**config.mk**
```make
export PLATFORM = sky130hd
export DESIGN_NAME = axi_ad7124_seq_flat
export DESIGN_NICKNAME = d
export VERILOG_FILES = /design/src/rtl/axi_ad7124_pkg.sv /design/src/rtl/axi_ad7124_seq_if.sv /design/src/rtl/axi_ad7124_rdy_sync.sv /design/src/rtl/axi_ad7124_seq.sv /design/src/flat_wrapper.sv
export SDC_FILE = /design/constraint.sdc
export NUM_CORES = 1
export LEC_CHECK = 0
export ABC_AREA = 1
export CORE_ASPECT_RATIO = 1.4
export CORE_MARGIN = 10
export CORE_UTILIZATION = 31
export CTS_CLUSTER_DIAMETER = 120
export CTS_CLUSTER_SIZE = 28
export DETAILED_ROUTE_END_ITERATION = 12
export PLACE_DENSITY = 0.56
export SKIP_LAST_GASP = 1
export SYNTH_ARGS = -nofsm -noshare
export SYNTH_HDL_FRONTEND = slang
export SYNTH_HIERARCHICAL = 1
export SYNTH_SLANG_ARGS = --single-unit
```
**constraint.sdc**
```tcl
create_clock -name clk -period 3.3 [get_ports clk]
set_input_delay 0.495 -clock clk [delete_from_list [all_inputs] [get_ports clk]]
set_output_delay 0.495 -clock clk [all_outputs]
set_load 0.01 [all_outputs]
```
**src/rtl/axi_ad7124_pkg.sv**
```systemverilog
// Shared types and constants for the AD7124 conversion sequencer.
// Contents: the sequencer state enum, the data-register read command byte,
// the response length per channel and the dummy byte clocked out while
// reading, plus a helper that tells whether a state belongs to a channel
// transaction.
package axi_ad7124_pkg;

  typedef enum logic [2:0] {
    ST_IDLE,
    ST_START,
    ST_WAIT_RDY,
    ST_CMD,
    ST_XFER,
    ST_NEXT,
    ST_DONE
  } seq_state_t;

  localparam logic [7:0] AD7124_CMD_RD_DATA  = 8'h42;
  localparam int         AD7124_BYTES_PER_CH = 4;
  localparam logic [7:0] AD7124_DUMMY        = 8'h00;

  // Chip select is held, and response bytes are counted, over CMD and XFER.
  function automatic logic is_xact(seq_state_t s);
    return (s == ST_CMD) || (s == ST_XFER);
  endfunction

endpackage

```
**src/rtl/axi_ad7124_seq_if.sv**
```systemverilog
// Bus bundle between the sequencer, the SPI engine and the frame buffer.
// master: sequencer side (drives command bytes, chip-select hold, trigger and
//         forwarded data; receives ready and response bytes).
// slave : engine/buffer side.
interface axi_ad7124_seq_if;
  logic       spi_cs_hold;
  logic       spi_cmd_valid;
  logic       spi_cmd_ready;
  logic [7:0] spi_cmd_data;
  logic       spi_sdi_valid;
  logic [7:0] spi_sdi_data;
  logic       trigger;
  logic       buf_sdi_valid;
  logic [7:0] buf_sdi_data;

  modport master (
    output spi_cs_hold, spi_cmd_valid, spi_cmd_data,
    output trigger, buf_sdi_valid, buf_sdi_data,
    input  spi_cmd_ready, spi_sdi_valid, spi_sdi_data
  );

  modport slave (
    input  spi_cs_hold, spi_cmd_valid, spi_cmd_data,
    input  trigger, buf_sdi_valid, buf_sdi_data,
    output spi_cmd_ready, spi_sdi_valid, spi_sdi_data
  );
endinterface

```
**src/rtl/axi_ad7124_rdy_sync.sv**
```systemverilog
// Synchronizes the asynchronous AD7124 DOUT/RDY pin and produces a one-cycle
// pulse on its falling edge (conversion ready).
// Ports: clk, resetn (async active-low), rdy_n (raw pin), rdy_fall (pulse).
module axi_ad7124_rdy_sync (
  input  logic clk,
  input  logic resetn,
  input  logic rdy_n,
  output logic rdy_fall
);

  logic s1_q, s1_d;
  logic s2_q, s2_d;
  logic prev_q, prev_d;

  always_comb begin
    s1_d   = rdy_n;
    s2_d   = s1_q;
    prev_d = s2_q;
  end

  // Reset to the idle (high) level so a pin already low at reset release is
  // reported as one edge at most, never as a glitch train.
  always_ff @(posedge clk or negedge resetn) begin
    if (!resetn) begin
      s1_q   <= 1'b1;
      s2_q   <= 1'b1;
      prev_q <= 1'b1;
    end else begin
      s1_q   <= s1_d;
      s2_q   <= s2_d;
      prev_q <= prev_d;
    end
  end

  assign rdy_fall = prev_q & ~s2_q;

endmodule

```
**src/rtl/axi_ad7124_seq.sv**
```systemverilog
// AD7124 conversion sequencer. Waits for RDY, then reads the data register
// of each channel (cmd 0x42 + four dummy bytes), forwards the four response
// bytes to the frame buffer and pulses trigger at the start of each frame.
// Ports: clk/resetn; ctrl_enable/continuous/start and timeout_cycles control;
// adc_rdy_n raw pin; busy/frame_done/err_timeout/err_ch status; bus carries
// the SPI engine command/response stream and the buffer data stream.
// Build option: define AXI_AD7124_SEQ_CH_CHECK_EN to compare the status byte
// channel field against the expected channel (err_ch); otherwise err_ch is 0.
//
// state     | meaning
// IDLE      | not sequencing
// START     | trigger pulse, channel counter cleared
// WAIT_RDY  | waiting for RDY falling edge, timeout timer running
// CMD       | sending 0x42 then four dummy bytes
// XFER      | collecting remaining response bytes
// NEXT      | channel boundary: advance, finish frame or stop
// DONE      | frame_done pulse, optional restart
module axi_ad7124_seq
  import axi_ad7124_pkg::*;
#(
  parameter int NUM_CH    = 8,
  parameter int TIMEOUT_W = 20
) (
  input  logic                 clk,
  input  logic                 resetn,
  input  logic                 ctrl_enable,
  input  logic                 ctrl_continuous,
  input  logic                 ctrl_start,
  input  logic [TIMEOUT_W-1:0] timeout_cycles,
  input  logic                 adc_rdy_n,
  output logic                 busy,
  output logic                 frame_done,
  output logic                 err_timeout,
  output logic                 err_ch,
  axi_ad7124_seq_if.master     bus
);

  localparam int         CH_W    = (NUM_CH > 1) ? $clog2(NUM_CH) : 1;
  localparam logic [2:0] TX_LAST = 3'(AD7124_BYTES_PER_CH);
  // Response index 0 arrives during the command byte; 1..4 are payload.
  localparam logic [2:0] RX_LAST = 3'(AD7124_BYTES_PER_CH);
  localparam logic [2:0] RX_DONE = 3'(AD7124_BYTES_PER_CH + 1);

  seq_state_t           state_q, state_d;
  logic [CH_W-1:0]      ch_cnt_q, ch_cnt_d;
  logic [2:0]           tx_cnt_q, tx_cnt_d;
  logic [2:0]           rx_cnt_q, rx_cnt_d;
  logic [TIMEOUT_W-1:0] timer_q, timer_d;
  logic                 err_timeout_q, err_timeout_d;
  logic                 buf_valid_q, buf_valid_d;
  logic [7:0]           buf_data_q, buf_data_d;
  logic                 rdy_fall;
  logic                 rx_in;
`ifdef AXI_AD7124_SEQ_CH_CHECK_EN
  logic                 err_ch_q, err_ch_d;
  logic [3:0]           ch_lo;
  assign ch_lo = 4'(ch_cnt_q);
`endif

  axi_ad7124_rdy_sync u_rdy_sync (
    .clk      (clk),
    .resetn   (resetn),
    .rdy_n    (adc_rdy_n),
    .rdy_fall (rdy_fall)
  );

  assign rx_in = is_xact(state_q) && bus.spi_sdi_valid;

  always_comb begin
    state_d       = state_q;
    ch_cnt_d      = ch_cnt_q;
    tx_cnt_d      = tx_cnt_q;
    rx_cnt_d      = rx_cnt_q;
    timer_d       = timer_q;
    err_timeout_d = err_timeout_q;
    buf_valid_d   = rx_in && (rx_cnt_q != 3'd0);
    buf_data_d    = buf_data_q;
`ifdef AXI_AD7124_SEQ_CH_CHECK_EN
    err_ch_d      = err_ch_q;
`endif

    // Response bytes may arrive while commands are still going out, so
    // counting covers both CMD and XFER.
    if (rx_in) begin
      rx_cnt_d   = rx_cnt_q + 3'd1;
      buf_data_d = bus.spi_sdi_data;
`ifdef AXI_AD7124_SEQ_CH_CHECK_EN
      if ((rx_cnt_q == RX_LAST) && (bus.spi_sdi_data[3:0] != ch_lo)) begin
        err_ch_d = 1'b1;
      end
`endif
    end

    case (state_q)
      ST_IDLE: begin
        if (ctrl_start) begin
          err_timeout_d = 1'b0;
`ifdef AXI_AD7124_SEQ_CH_CHECK_EN
          err_ch_d      = 1'b0;
`endif
          if (ctrl_enable) state_d = ST_START;
        end
      end
      ST_START: begin
        ch_cnt_d = '0;
        timer_d  = '0;
        state_d  = ST_WAIT_RDY;
      end
      ST_WAIT_RDY: begin
        timer_d = timer_q + TIMEOUT_W'(1);
        if (rdy_fall) begin
          timer_d  = '0;
          tx_cnt_d = 3'd0;
          rx_cnt_d = 3'd0;
          state_d  = ST_CMD;
        end else if ((timeout_cycles != '0) &&
                     (timer_q == timeout_cycles - TIMEOUT_W'(1))) begin
          err_timeout_d = 1'b1;
          state_d       = ST_IDLE;
        end
      end
      ST_CMD: begin
        if (bus.spi_cmd_ready) begin
          if (tx_cnt_q == TX_LAST) begin
            tx_cnt_d = 3'd0;
            state_d  = ST_XFER;
          end else begin
            tx_cnt_d = tx_cnt_q + 3'd1;
          end
        end
      end
      ST_XFER: begin
        if ((rx_cnt_q == RX_DONE) || (rx_in && (rx_cnt_q == RX_LAST))) begin
          state_d = ST_NEXT;
        end
      end
      ST_NEXT: begin
        timer_d = '0;
        if (ch_cnt_q == CH_W'(NUM_CH - 1)) begin
          state_d = ST_DONE;
        end else begin
          ch_cnt_d = ch_cnt_q + CH_W'(1);
          state_d  = ctrl_enable ? ST_WAIT_RDY : ST_IDLE;
        end
      end
      ST_DONE: begin
        state_d = (ctrl_continuous && ctrl_enable) ? ST_START : ST_IDLE;
      end
      default: state_d = ST_IDLE;
    endcase
  end

  always_ff @(posedge clk or negedge resetn) begin
    if (!resetn) begin
      state_q       <= ST_IDLE;
      ch_cnt_q      <= '0;
      tx_cnt_q      <= 3'd0;
      rx_cnt_q      <= 3'd0;
      timer_q       <= '0;
      err_timeout_q <= 1'b0;
      buf_valid_q   <= 1'b0;
      buf_data_q    <= 8'h00;
    end else begin
      state_q       <= state_d;
      ch_cnt_q      <= ch_cnt_d;
      tx_cnt_q      <= tx_cnt_d;
      rx_cnt_q      <= rx_cnt_d;
      timer_q       <= timer_d;
      err_timeout_q <= err_timeout_d;
      buf_valid_q   <= buf_valid_d;
      buf_data_q    <= buf_data_d;
    end
  end

`ifdef AXI_AD7124_SEQ_CH_CHECK_EN
  always_ff @(posedge clk or negedge resetn) begin
    if (!resetn) err_ch_q <= 1'b0;
    else         err_ch_q <= err_ch_d;
  end
  assign err_ch = err_ch_q;
`else
  assign err_ch = 1'b0;
`endif

  assign busy              = (state_q != ST_IDLE);
  assign frame_done        = (state_q == ST_DONE);
  assign err_timeout       = err_timeout_q;
  assign bus.trigger       = (state_q == ST_START);
  assign bus.spi_cs_hold   = is_xact(state_q);
  assign bus.spi_cmd_valid = (state_q == ST_CMD);
  assign bus.spi_cmd_data  = (state_q == ST_CMD && tx_cnt_q == 3'd0) ?
                             AD7124_CMD_RD_DATA : AD7124_DUMMY;
  assign bus.buf_sdi_valid = buf_valid_q;
  assign bus.buf_sdi_data  = buf_data_q;

endmodule

```
**src/flat_wrapper.sv**
```systemverilog
// flat-port wrapper written by rule: the top's interface ports become plain ports
module axi_ad7124_seq_flat import axi_ad7124_pkg::*;
#(
  parameter int NUM_CH    = 8,
  parameter int TIMEOUT_W = 20
)
  (clk, resetn, ctrl_enable, ctrl_continuous, ctrl_start, timeout_cycles, adc_rdy_n, busy, frame_done, err_timeout, err_ch, bus_spi_cs_hold, bus_spi_cmd_valid, bus_spi_cmd_data, bus_trigger, bus_buf_sdi_valid, bus_buf_sdi_data, bus_spi_cmd_ready, bus_spi_sdi_valid, bus_spi_sdi_data);
  axi_ad7124_seq_if bus_i ();
  input  logic clk;
  input  logic resetn;
  input  logic ctrl_enable;
  input  logic ctrl_continuous;
  input  logic ctrl_start;
  input  logic [TIMEOUT_W-1:0] timeout_cycles;
  input  logic adc_rdy_n;
  output logic busy;
  output logic frame_done;
  output logic err_timeout;
  output logic err_ch;
  output wire logic [$bits(bus_i.spi_cs_hold)-1:0] bus_spi_cs_hold;
  output wire logic [$bits(bus_i.spi_cmd_valid)-1:0] bus_spi_cmd_valid;
  output wire logic [$bits(bus_i.spi_cmd_data)-1:0] bus_spi_cmd_data;
  output wire logic [$bits(bus_i.trigger)-1:0] bus_trigger;
  output wire logic [$bits(bus_i.buf_sdi_valid)-1:0] bus_buf_sdi_valid;
  output wire logic [$bits(bus_i.buf_sdi_data)-1:0] bus_buf_sdi_data;
  input wire logic [$bits(bus_i.spi_cmd_ready)-1:0] bus_spi_cmd_ready;
  input wire logic [$bits(bus_i.spi_sdi_valid)-1:0] bus_spi_sdi_valid;
  input wire logic [$bits(bus_i.spi_sdi_data)-1:0] bus_spi_sdi_data;
  assign bus_spi_cs_hold = bus_i.spi_cs_hold;
  assign bus_spi_cmd_valid = bus_i.spi_cmd_valid;
  assign bus_spi_cmd_data = bus_i.spi_cmd_data;
  assign bus_trigger = bus_i.trigger;
  assign bus_buf_sdi_valid = bus_i.buf_sdi_valid;
  assign bus_buf_sdi_data = bus_i.buf_sdi_data;
  assign bus_i.spi_cmd_ready = bus_spi_cmd_ready;
  assign bus_i.spi_sdi_valid = bus_spi_sdi_valid;
  assign bus_i.spi_sdi_data = bus_spi_sdi_data;
  axi_ad7124_seq #(.NUM_CH(NUM_CH), .TIMEOUT_W(TIMEOUT_W)) u_core (.clk(clk), .resetn(resetn), .ctrl_enable(ctrl_enable), .ctrl_continuous(ctrl_continuous), .ctrl_start(ctrl_start), .timeout_cycles(timeout_cycles), .adc_rdy_n(adc_rdy_n), .busy(busy), .frame_done(frame_done), .err_timeout(err_timeout), .err_ch(err_ch), .bus(bus_i));
endmodule
```
# --- Word-level counts from Yosys, hierarchy flattened ---
# Index checks and enable logic that the tools add are counted.
# W data, S select, Z words.
op_classes:
  addsub: 5
  eq_ne: 21
  n_mux: 27
  bitwise: 2
  reduce_logical: 22
op_table:
  columns: ["operator", "n"]
  rows:
  - ["$mux W3", 15]
  - ["$pmux W20 S2", 1]
  - ["$eq A3 B3 Y1 const B", 7]
  - ["$pmux W3 S7", 1]
  - ["$add A20 B1 Y20 const B", 1]
  - ["$eq A20 B20 Y1", 1]
  - ["$mux W20", 1]
  - ["$reduce_bool A20 Y1", 1]
  - ["$sub A20 B1 Y20 const B", 1]
  - ["$pmux W3 S2", 2]
  - ["$ne A2 B2 Y1 const B", 5]
  - ["$add A3 B1 Y3 const B", 3]
  - ["$ne A2 B1 Y1 const B", 4]
  - ["$reduce_bool A2 Y1", 4]
  - ["$mux W7", 1]
  - ["$eq A3 B2 Y1 const B", 2]
  - ["$logic_and A1 B1 Y1", 6]
  - ["$logic_not A3 Y1", 2]
  - ["$reduce_and A6 Y1", 1]
  - ["$reduce_bool A3 Y1", 2]
  - ["$mux W1", 4]
  - ["$reduce_and A4 Y1", 1]
  - ["$eq A3 B1 Y1 const B", 1]
  - ["$ne A3 B1 Y1 const B", 1]
  - ["other kinds (8)", 9]
word_totals:
  ff_bits: 45
  in_bits: 36
  output_inout_bits: 24

# --- Logic depth before layout (Yosys ltp) ---
# Gate-level depths: netlist of the first run.
logic_depth:
  depth_word: 7
  ltp_mapped: 17

# --- Hierarchy ---
# The synthesis of the first run kept the hierarchy.
modules_own_cells:
  columns: ["mod", "n_inst", "cells_per_inst", "area_per_inst_um2", "seq_area_each_um2"]
  rows:
  - ["axi_ad7124_seq", 1, 462, 3149.3, 1051.0]
  - ["axi_ad7124_rdy_sync", 1, 5, 88.8, 78.8]

# --- Worst setup path before layout of the first run ---
# Ideal clock, no wire load.
synth_path:
  path_type: "input-to-reg"
  start: "input timeout_cycles[0]"
  end: "register u_core.state_q[1]"
  arrival_ns: 1.806
  t_required_ns: 3.179
  slack_ns: 1.372
  stages: 15
  path_cell_list: "inv_1 ha_1 nand2_2 nor2_2 buf_6 nand2_2 xor2_1 nor2_1 nand3b_1 nor2_1 nand2_1 nand2_2 nand3_2 nand2_1 nand2_1"
synth_via:
  elab_chain_cells: 5
  word_cells_on_any_way: 6
  cone_classes: "1 x add/sub; 2 x eq/ne; 3 x reduce/logical"
synth_lines:
  columns: ["element", "line", "rtl"]
  rows:
  - ["start: declaration", "flat_wrapper.sv:14", "input logic [TIMEOUT_W-1:0] timeout_cycles;"]
  - ["$sub A20 B1 Y20", "axi_ad7124_seq.sv:117", "(timer_q == timeout_cycles - TIMEOUT_W'(1))) begin"]
  - ["$eq A20 B20 Y1", "axi_ad7124_seq.sv:117", null]
  - ["$logic_and A1 B1 Y1 (*)", "axi_ad7124_seq.sv:116", "end else if ((timeout_cycles != '0) &&"]
  - ["$ne A3 B1 Y1 (no source line) (*)", null, null]
  - ["$reduce_and A6 Y1 (no source line) (*)", null, null]
  - ["end signal: assignment", "axi_ad7124_seq.sv:164", "state_q <= state_d;"]
  - ["end: declaration", "axi_ad7124_seq.sv:44", "seq_state_t state_q, state_d;"]
# Every way passes the cells marked *; elsewhere a longest branch is shown, timed or not.
# A chain may end at the register's enable or synchronous reset.

# --- Worst setup path in the final report of the first run ---
# Same ends and word-level chain as after synthesis.

==> results of run 1 <==
==> critical path, delay by kind of cell <==
family / cells / cell delay (ns)
fa+ha+maj: 1 / 0.23
simple gates: 13 / 1.37
buf+inv: 2 / 0.56
==> where the power goes <==
| part | internal [mW] | leakage [nW] | total [mW] | switching, mW |
|---|---|---|---|---|
| Clock | 0.378 | 0.0831 | 0.596 | 0.218 |
| Sequential | 0.674 | 0.593 | 0.765 | 0.0906 |
| Combinational | 0.366 | 1.17 | 0.897 | 0.531 |
==> cell type report <==
| class | count | area, µm² | area share |
|---|---|---|---|
| Clock inverter | 2 | 37.54 | 0.009259 |
| Inverter | 66 | 247.7 | 0.06111 |
| Tap cell | 138 | 172.7 | 0.04259 |
| Multi-Input combinational cell | 349 | 1797 | 0.4432 |
| Clock buffer | 6 | 138.9 | 0.03426 |
| Timing Repair Buffer | 54 | 530.5 | 0.1309 |
| Sequential cell | 45 | 1130 | 0.2787 |
==> layout by cell type, fill, tap and decap left out, types with 7 or more instances in the layout <==
| master | n |
|---|---|
| a21oi_1 | 14 |
| nor2_1 | 45 |
| o21ai_0 | 21 |
| conb_1 | 7 |
| nand3_1 | 31 |
| nor3_1 | 7 |
| nand4_1 | 8 |
| nand2_1 | 132 |
| dfrtp_1 | 42 |
| nor2_2 | 10 |
| clkdlybuf4s50_1 | 51 |
| ha_1 | 9 |
| o22ai_1 | 8 |
| xor2_1 | 12 |
| nand3b_1 | 8 |
| xnor2_1 | 10 |
| inv_1 | 64 |
==> per-layer routing <==
layer | vias to the layer above | track usage | wire [µm]
li1 | 1573 | - | -
met1 | 1396 | 0.1239 | 3489
met2 | 73 | 0.2099 | 4401
met3 | 15 | 0.03786 | 584
met4 | 0 | 0.04789 | 198
met5 | - | 0 | 0
==> kinds of logic (layout without fill, tap and decap cells) <==
family	Yosys count	after routing	synth area share
and+or+nand+nor	260	260	0.3651
buffers and inverters	79	128	0.1032
AOI/OAI and AO/OA	51	51	0.08733
DFF	45	45	0.3489
xor gates and xnor gates	22	22	0.05950
adders and majority gates	9	9	0.03478
other	1	7	0.001158
==> worst max-delay path by stage <==
stage,start,end,slack (ns),cells after the start
after floorplan,timeout_cycles[0],u_core/state_q[1],1.37,15
after global placement,timeout_cycles[0],u_core/state_q[1],0.60,16
after detailed placement,timeout_cycles[0],u_core/state_q[1],0.52,16
after CTS,timeout_cycles[0],u_core/state_q[1],0.84,16
after global routing,timeout_cycles[0],u_core/state_q[1],0.54,16
final,timeout_cycles[0],u_core/state_q[1],0.82,16
==> state kept, by name (all words and copies together) (netlist names) <==
name	cells
u_core/u_rdy_sync/prev_d	1
u_core/state_q	3
u_core/timer_q	20
u_core/bus.buf_sdi_valid	1
u_core/tx_cnt_q	3
u_core/u_rdy_sync/s1_q	1
u_core/u_rdy_sync/prev_q	1
u_core/err_timeout	1
u_core/rx_cnt_q	3
u_core/ch_cnt_q	3
u_core/bus.buf_sdi_data	8
==> results.sh, run 1 <==
export IMPL_cap_violations=0
export IMPL_whs_path_depth=0
export IMPL_syn2layout_area_growth_pct=25.19
export IMPL_cp_required_ns=3.47
export IMPL_max_freq_mhz=402.9
export IMPL_gp_congestion=0.8602
export IMPL_utilization=0.3938
export IMPL_final_antenna_net_count=0
export IMPL_grt_use_total=0.1176
export IMPL_viasPerCell=4.632
export IMPL_drive_gt1_frac=0.08621
export IMPL_cts_sinks=45
export IMPL_hold_end="u_core/u_rdy_sync/prev_d"
export IMPL_dpl_instance_area_mm2=0.003877
export IMPL_root_buffer="clkbuf_16"
export IMPL_min_period_over_period=0.7521
export IMPL_holdWs_ns=0.3569
export IMPL_yosysMostFrequentCell="nand2_1"
export IMPL_reg2reg_from="u_core/timer_q[0]"
export IMPL_power_mw=2.257
export IMPL_rsz0062_at_grt="false"
export IMPL_peakVddDrop_mv=0.3542
export IMPL_leakage_nw=1.842
export IMPL_synth_area_leader_cell="dfrtp_1"
export IMPL_async_reset_ff_frac=1.000
export IMPL_cp_start_kind="input port"
export IMPL_critPathKind="in2reg"
export IMPL_syn_area_per_cell_um2=6.934
export IMPL_reg2reg_slack_ns=1.36
export IMPL_finClkSkew_ns=0.003295
export IMPL_dr_pass1_iters=4
export IMPL_core_area_mm2=0.01029
export IMPL_finalHoldViolCount=0
export IMPL_vias=3057
export IMPL_wire_per_inst_um=13.14
export IMPL_post_place_ws_ns=0.5197
export IMPL_portBuffers=52
export IMPL_synth_edf_count=0
export IMPL_dp_cells=652
export IMPL_slowest_stage="clkdlybuf4s50_1"
export IMPL_cp_max_fo=11
export IMPL_ys_top_cells_by_count="nand2_1 (132), inv_1 (64), nor2_1 (45)"
export IMPL_ctsHoldBuffers=0
export IMPL_htreeDepth=2
export IMPL_yosysWarnings=6
export IMPL_ios=60
export IMPL_die_y_um=140.9
export IMPL_reg2reg_depth=8
export IMPL_ys_types=36
export IMPL_drc=0
export IMPL_cts_tree="built"
export IMPL_drt_wl_total_mm=8.673
export IMPL_worstReg2RegEnd="u_core/timer_q[18]"
export IMPL_yosys_area_top_type_share=0.3246
export IMPL_nets=566
export IMPL_grt_antenna_before_repair=0
export IMPL_min_from="u_core/u_rdy_sync/s1_q"
export IMPL_synth_ff_type="dfrtp_1"
export IMPL_totalNegativeSetupSlack_ns=0
export IMPL_crit_path_end_kind="flip-flop"
export IMPL_rows=44
export IMPL_min_path_type="reg2reg"
export IMPL_fin_crit_ns=2.482
export IMPL_grt_max_degree=46
export IMPL_synthCells=467
export IMPL_ys_ff_latch=45
export IMPL_final_area_mm2=0.004054
export IMPL_drtIter0Drc=81
export IMPL_seq_area_frac_synth=0.3489
export IMPL_fin_cells=660
export IMPL_drv_slew=0
export IMPL_numCtsBuffers=5
export IMPL_antenna_diode_count=0
export IMPL_gr_total_overflow=0
export IMPL_power_density_mw_per_mm2=556.8
export IMPL_cts_resized=0
export IMPL_worstSkewPairLatency_ns=0.29
export IMPL_dp_final_hpwl_mm=6.797
export IMPL_arrival_ns=2.65
export IMPL_synth_area_mm2=0.003238
export IMPL_die_w_um=106.4
export IMPL_maxSlewHeadroom=0.2916
export IMPL_crit_path_frequent_cell="nand2_1"
export IMPL_clockBufferDepth=2
export IMPL_tightestPinTransition_ns=1.063
export IMPL_max_stage_delay_ns=0.45
export IMPL_initial_utilization=0.3145
export IMPL_outcome="complete, no violations"
export IMPL_synth_area_top_cells="dfrtp_1 (32%), nand2_1 (15%), inv_1 (7.4%)"
export IMPL_grt_pass1_vias=3257
export IMPL_cp_cell_sequence="clkdlybuf4s50_1 > inv_1 > ha_1 > nand2_2 > nor2_2 > nand3_1 > nand2_1 > nand2_1 > nor2_1 > nand3b_1 > nor2_1 > nand2_1 > nand2_2 > nand3_2 > nand2_1 > nand2_1"
export IMPL_fillCellCount=1119
export IMPL_cts_clk_slew_worst_paths_ns=0.06
export IMPL_grt_pass1_wl_mm=14.71
export IMPL_fin_ws_ns=0.8181
export IMPL_setup_violations_final=0
export IMPL_die_area_mm2=0.01499
export IMPL_post_cts_setup_buffer_count=0
Note: power is estimated with default switching activity, not from simulation.
==> run 2, diff against run 1 <==
clock period = 2.49 ns   (was 3.3 ns; I/O delays follow)
==> results.sh, run 2 (synthesis gave the netlist of run 1 again) <==
export IMPL_wire_per_inst_um=12.46
export IMPL_leakage_nw=1.893
export IMPL_post_cts_setup_buffer_count=0
export IMPL_dpl_instance_area_mm2=0.003960
export IMPL_fillCellCount=1100
export IMPL_die_area_mm2=0.01499
export IMPL_outcome="complete, no violations"
export IMPL_finalHoldViolCount=0
export IMPL_critPathKind="reg2out"
export IMPL_fin_cells=671
export IMPL_drive_gt1_frac=0.1051
export IMPL_max_freq_mhz=452.8
export IMPL_tightestPinTransition_ns=0.7890
export IMPL_drtIter0Drc=82
export IMPL_rsz0062_at_grt="false"
export IMPL_final_area_mm2=0.004118
export IMPL_regMostFlops="u_core/timer_q"
export IMPL_worstSkewPairLatency_ns=0.29
export IMPL_core_area_mm2=0.01029
export IMPL_nets=577
export IMPL_cp_required_ns=2.12
export IMPL_power_density_mw_per_mm2=706.3
export IMPL_min_period_over_period=0.8870
export IMPL_holdWs_ns=0.1724
export IMPL_worstReg2RegEnd="u_core/timer_q[18]"
export IMPL_peakVddDrop_mv=0.4277
export IMPL_cts_resized=0
export IMPL_drv_slew=0
export IMPL_largest_reg_flops=20
export IMPL_maxSlewHeadroom=0.4740
export IMPL_finClkSkew_ns=0.004447
export IMPL_viasPerCell=4.587
export IMPL_min_path_type="in2async"
export IMPL_setup_violations_final=0
export IMPL_totalNegativeSetupSlack_ns=0
export IMPL_cts_sinks=45
export IMPL_multi_input_area_mm2=0.001797
export IMPL_final_antenna_net_count=0
export IMPL_cp_num_buf_inv=2
export IMPL_grt_pass1_wl_mm=13.97
export IMPL_grt_antenna_before_repair=0
export IMPL_htreeDepth=2
export IMPL_critical_path_depth=4
export IMPL_arrival_ns=1.84
export IMPL_numCtsBuffers=5
export IMPL_vias=3078
export IMPL_reg2reg_from="u_core/timer_q[1]"
export IMPL_syn2layout_area_growth_pct=27.16
export IMPL_drt_wl_total_mm=8.363
export IMPL_crit_family="buffers and inverters"
export IMPL_fin_crit_ns=2.209
export IMPL_rows=44
export IMPL_antenna_diode_count=0
export IMPL_register_area_mm2=0.001130
export IMPL_die_y_um=140.9
export IMPL_dp_cells=663
export IMPL_dr_pass1_iters=4
export IMPL_root_buffer="clkbuf_16"
export IMPL_cts_clk_slew_worst_paths_ns=0.06
export IMPL_gp_congestion=0.8872
export IMPL_cap_violations=0
export IMPL_ios=60
export IMPL_cp_max_fo=6
export IMPL_fin_ws_ns=0.2813
export IMPL_grt_use_total=0.1131
export IMPL_gr_total_overflow=0
export IMPL_cts_tree="built"
export IMPL_grt_pass1_vias=3105
export IMPL_power_mw=2.908
export IMPL_grt_max_degree=35
export IMPL_cp_cell_sequence="inv_1 > nand3_1 > nor2_1 > clkdlybuf4s50_1"
export IMPL_portBuffers=52
export IMPL_ctsHoldBuffers=0
export IMPL_max_stage_delay_ns=0.57
export IMPL_final_common_cell="nand2_1"
export IMPL_crit_path_end_kind="output port"
export IMPL_layout_common_cells="nand2_1 (132), inv_1 (64), clkdlybuf4s50_1 (51), nor2_1 (45), dfrtp_1 (42)"
export IMPL_cp_start_kind="flip-flop"
export IMPL_die_w_um=106.4
export IMPL_dp_final_hpwl_mm=6.819
export IMPL_reg2reg_slack_ns=0.54
export IMPL_utilization=0.4000
export IMPL_clockBufferDepth=2
export IMPL_initial_utilization=0.3145
export IMPL_reg2reg_depth=8
export IMPL_drc=0
export IMPL_post_place_ws_ns=-0.006946
export IMPL_slowest_stage="clkdlybuf4s50_1"
## run 2: changes by cell type in the layout (fill, tap and decap cells not counted), sizes merged
cell and delta:
clkbuf +1, bufinv -1, buf +11, clkinv +1, clkinvlp -1
## run 2: how the worst max path moves through the flow
stage                            startpoint                   to
after floorplan           timeout_cycles[0]    u_core/state_q[1]
after global placement    timeout_cycles[1]    u_core/state_q[1]
after detailed placement  timeout_cycles[0]    u_core/state_q[1]
after CTS                 u_core/state_q[2]  bus_spi_cmd_data[1]
after global routing      timeout_cycles[1]    u_core/state_q[1]
final                     u_core/state_q[2]  bus_spi_cmd_data[1]
## run 2: per-layer routing
metal / wire (µm) / GRT usage / up-vias
met5: 0 / 0 / -
met4: 196 / 0.04932 / 0
met3: 478 / 0.03650 / 15
met2: 4081 / 0.1991 / 63
met1: 3607 / 0.1201 / 1405
li1: - / - / 1595
## run 2: layout make-up
class / instances / share of cell area
clock buffer: 7 / 0.03707
clock inverter: 1 / 0.001215
inverter: 66 / 0.06016
timing repair buffer: 65 / 0.1489
tap: 138 / 0.04193
sequential: 45 / 0.2744
multi-input combinational: 349 / 0.4363
## run 2: worst reg2reg max path, stage by stage, from the launching register on
cell     delay, ns
dfrtp_1       0.37
ha_1          0.22
nand4_1       0.20
nor3_2        0.26
nand2_1       0.13
nor4_2        0.29
nand2_1       0.13
xor2_1        0.15
o22ai_1       0.08
## run 2: where the power goes
group	switching [mW]	total, mW	internal (mW)	leakage, nW
clock network	0.268	0.693	0.425	0.0799
logic	0.684	1.20	0.514	1.22
registers	0.124	1.02	0.894	0.593
==> run 3, diff against run 2 <==
--- a/constraint.sdc
+++ b/constraint.sdc
@@ -3,2 +3,2 @@
 set_output_delay 0.3735 -clock clk [all_outputs]
-set_load 0.01 [all_outputs]
+set_load 0.05 [all_outputs]
==> results.sh, run 3 (synthesis gave the netlist of run 1 again) <==
export IMPL_post_cts_setup_buffer_count=0
export IMPL_met2_length_mm=4.162
export IMPL_cts_resized=0
export IMPL_ios=60
export IMPL_grt_pass1_wl_mm=14.16
export IMPL_largest_reg_flops=20
export IMPL_rsz0062_at_grt="false"
export IMPL_clockBufferDepth=2
export IMPL_finClkSkew_ns=0.008306
export IMPL_top_layer_used="met4"
export IMPL_cp_num_buf_inv=3
export IMPL_register_area_mm2=0.001130
export IMPL_min_period_over_period=0.8967
export IMPL_numCtsBuffers=5
export IMPL_nets=576
export IMPL_critPathKind="reg2out"
export IMPL_grt_max_degree=35
export IMPL_power_density_mw_per_mm2=779.1
export IMPL_dp_final_hpwl_mm=6.859
export IMPL_power_mw=3.181
export IMPL_cp_required_ns=2.12
export IMPL_cp_start_kind="flip-flop"
export IMPL_cp_cell_sequence="nor2_1 > inv_1 > nor2_1 > inv_1 > clkdlybuf4s50_1"
export IMPL_fillCellCount=1095
export IMPL_max_freq_mhz=447.9
export IMPL_portBuffers=52
export IMPL_outcome="complete, no violations"
export IMPL_cp_max_fo=5
export IMPL_reg2reg_slack_ns=0.54
export IMPL_max_stage_delay_ns=0.71
export IMPL_ctsHoldBuffers=0
export IMPL_reg2reg_depth=8
export IMPL_fin_crit_ns=2.233
export IMPL_drive_gt1_frac=0.1090
export IMPL_cts_tree="built"
export IMPL_die_w_um=106.4
export IMPL_crit_family="buffers and inverters"
export IMPL_reg2reg_from="u_core/timer_q[0]"
export IMPL_maxSlewHeadroom=0.4894
export IMPL_vias=3068
export IMPL_worstSkewPairLatency_ns=0.29
export IMPL_grt_pass1_vias=3140
export IMPL_regMostFlops="u_core/timer_q"
export IMPL_syn2layout_area_growth_pct=26.08
export IMPL_gr_total_overflow=0
export IMPL_cts_sinks=45
export IMPL_multi_input_area_mm2=0.001797
export IMPL_min_path_type="in2async"
export IMPL_drtIter0Drc=88
export IMPL_viasPerCell=4.579
export IMPL_layout_common_cells="nand2_1 (132), inv_1 (64), clkdlybuf4s50_1 (45), nor2_1 (45), dfrtp_1 (42)"
export IMPL_dr_pass1_iters=4
export IMPL_fin_ws_ns=0.2573
export IMPL_tightestPinTransition_ns=0.7660
export IMPL_peakVddDrop_mv=0.5028
export IMPL_final_antenna_net_count=0
export IMPL_dp_cells=662
export IMPL_core_area_mm2=0.01029
export IMPL_cap_violations=0
export IMPL_gp_congestion=0.8833
export IMPL_post_place_ws_ns=-0.02732
export IMPL_fin_cells=670
export IMPL_grt_antenna_before_repair=0
export IMPL_worstReg2RegEnd="u_core/timer_q[18]"
export IMPL_root_buffer="clkbuf_16"
export IMPL_htreeDepth=2
export IMPL_die_y_um=140.9
export IMPL_cts_clk_slew_worst_paths_ns=0.06
export IMPL_slowest_stage="clkdlybuf4s50_1"
export IMPL_final_common_cell="nand2_1"
export IMPL_wire_per_inst_um=12.62
export IMPL_startpoint="u_core/state_q[1]"
export IMPL_drv_slew=0
export IMPL_finalHoldViolCount=0
export IMPL_arrival_ns=1.86
export IMPL_die_area_mm2=0.01499
export IMPL_rows=44
export IMPL_leakage_nw=1.899
export IMPL_crit_path_end_kind="output port"
export IMPL_setup_violations_final=0
export IMPL_met1_length_mm=3.529
export IMPL_drt_wl_total_mm=8.457
export IMPL_wl_met3_um=560
export IMPL_initial_utilization=0.3145
export IMPL_antenna_diode_count=0
export IMPL_drc=0
export IMPL_grt_use_total=0.1142
==> run 3: changes by cell type in the layout (fill, tap and decap cells not counted) <==
cell and change:
clkdlybuf4s50_1 -6, buf_4 +4, clkbuf_1 +2, clkbuf_8 -2, clkinv_2 -1, clkinvlp_4 +1
dlymetal6s2s_1 +1
==> run 3: power by group <==
| group | switching, mW | internal (mW) |
|---|---|---|
| Combinational | 1.03 | 0.496 |
| Sequential | 0.121 | 0.894 |
| Clock | 0.269 | 0.373 |
==> run 3: through the flow <==
| step | utilization | setup TNS (ns) | area [µm²] | hold WS (ns) |
|---|---|---|---|---|
| final | 0.3966 | 0 | 4083 | 0.1573 |
| after global placement | 0.3827 | 0 | 3940 | 0.3483 |
| after global routing | 0.3966 | 0 | 4083 | 0.2200 |
| after detailed placement | 0.3827 | -0.02732 | 3940 | 0.3476 |
| after floorplan | - | 0 | 3261 | 0.07791 |
| after CTS | 0.3963 | 0 | 4080 | 0.1917 |
==> run 3: layout make-up <==
| class | instances | area share |
|---|---|---|
| clock buffer | 7 | 0.03249 |
| inverter | 66 | 0.06068 |
| multi-input combinational | 349 | 0.4401 |
| sequential | 45 | 0.2767 |
| timing repair buffer | 64 | 0.1459 |
| clock inverter | 1 | 0.001839 |
| tap | 138 | 0.04229 |
==> run 3: worst max path at each step <==
stage	to	slack, ns	cells after the start
floorplan	bus_spi_cmd_data[6]	0.39	4
global placement	u_core/state_q[1]	0.02	17
detailed placement	u_core/state_q[1]	-0.03	17
CTS	frame_done	0.09	3
global route	u_core/state_q[1]	0.07	17
finish	busy	0.26	5
==> run 3: layer usage <==
metal | track usage | vias to the layer above
met5 | 0 | -
met4 | 0.04718 | 0
met3 | 0.03741 | 13
met2 | 0.2043 | 71
met1 | 0.1191 | 1390
li1 | - | 1594
==> run 3: worst reg2reg max path: stages, from the launching register on <==
cell,delay [ns]
dfrtp_1,0.37
ha_1,0.23
nand4_1,0.20
nor3_2,0.26
nand2_1,0.13
nor4_2,0.29
nand2_1,0.11
xor2_1,0.15
o22ai_1,0.08
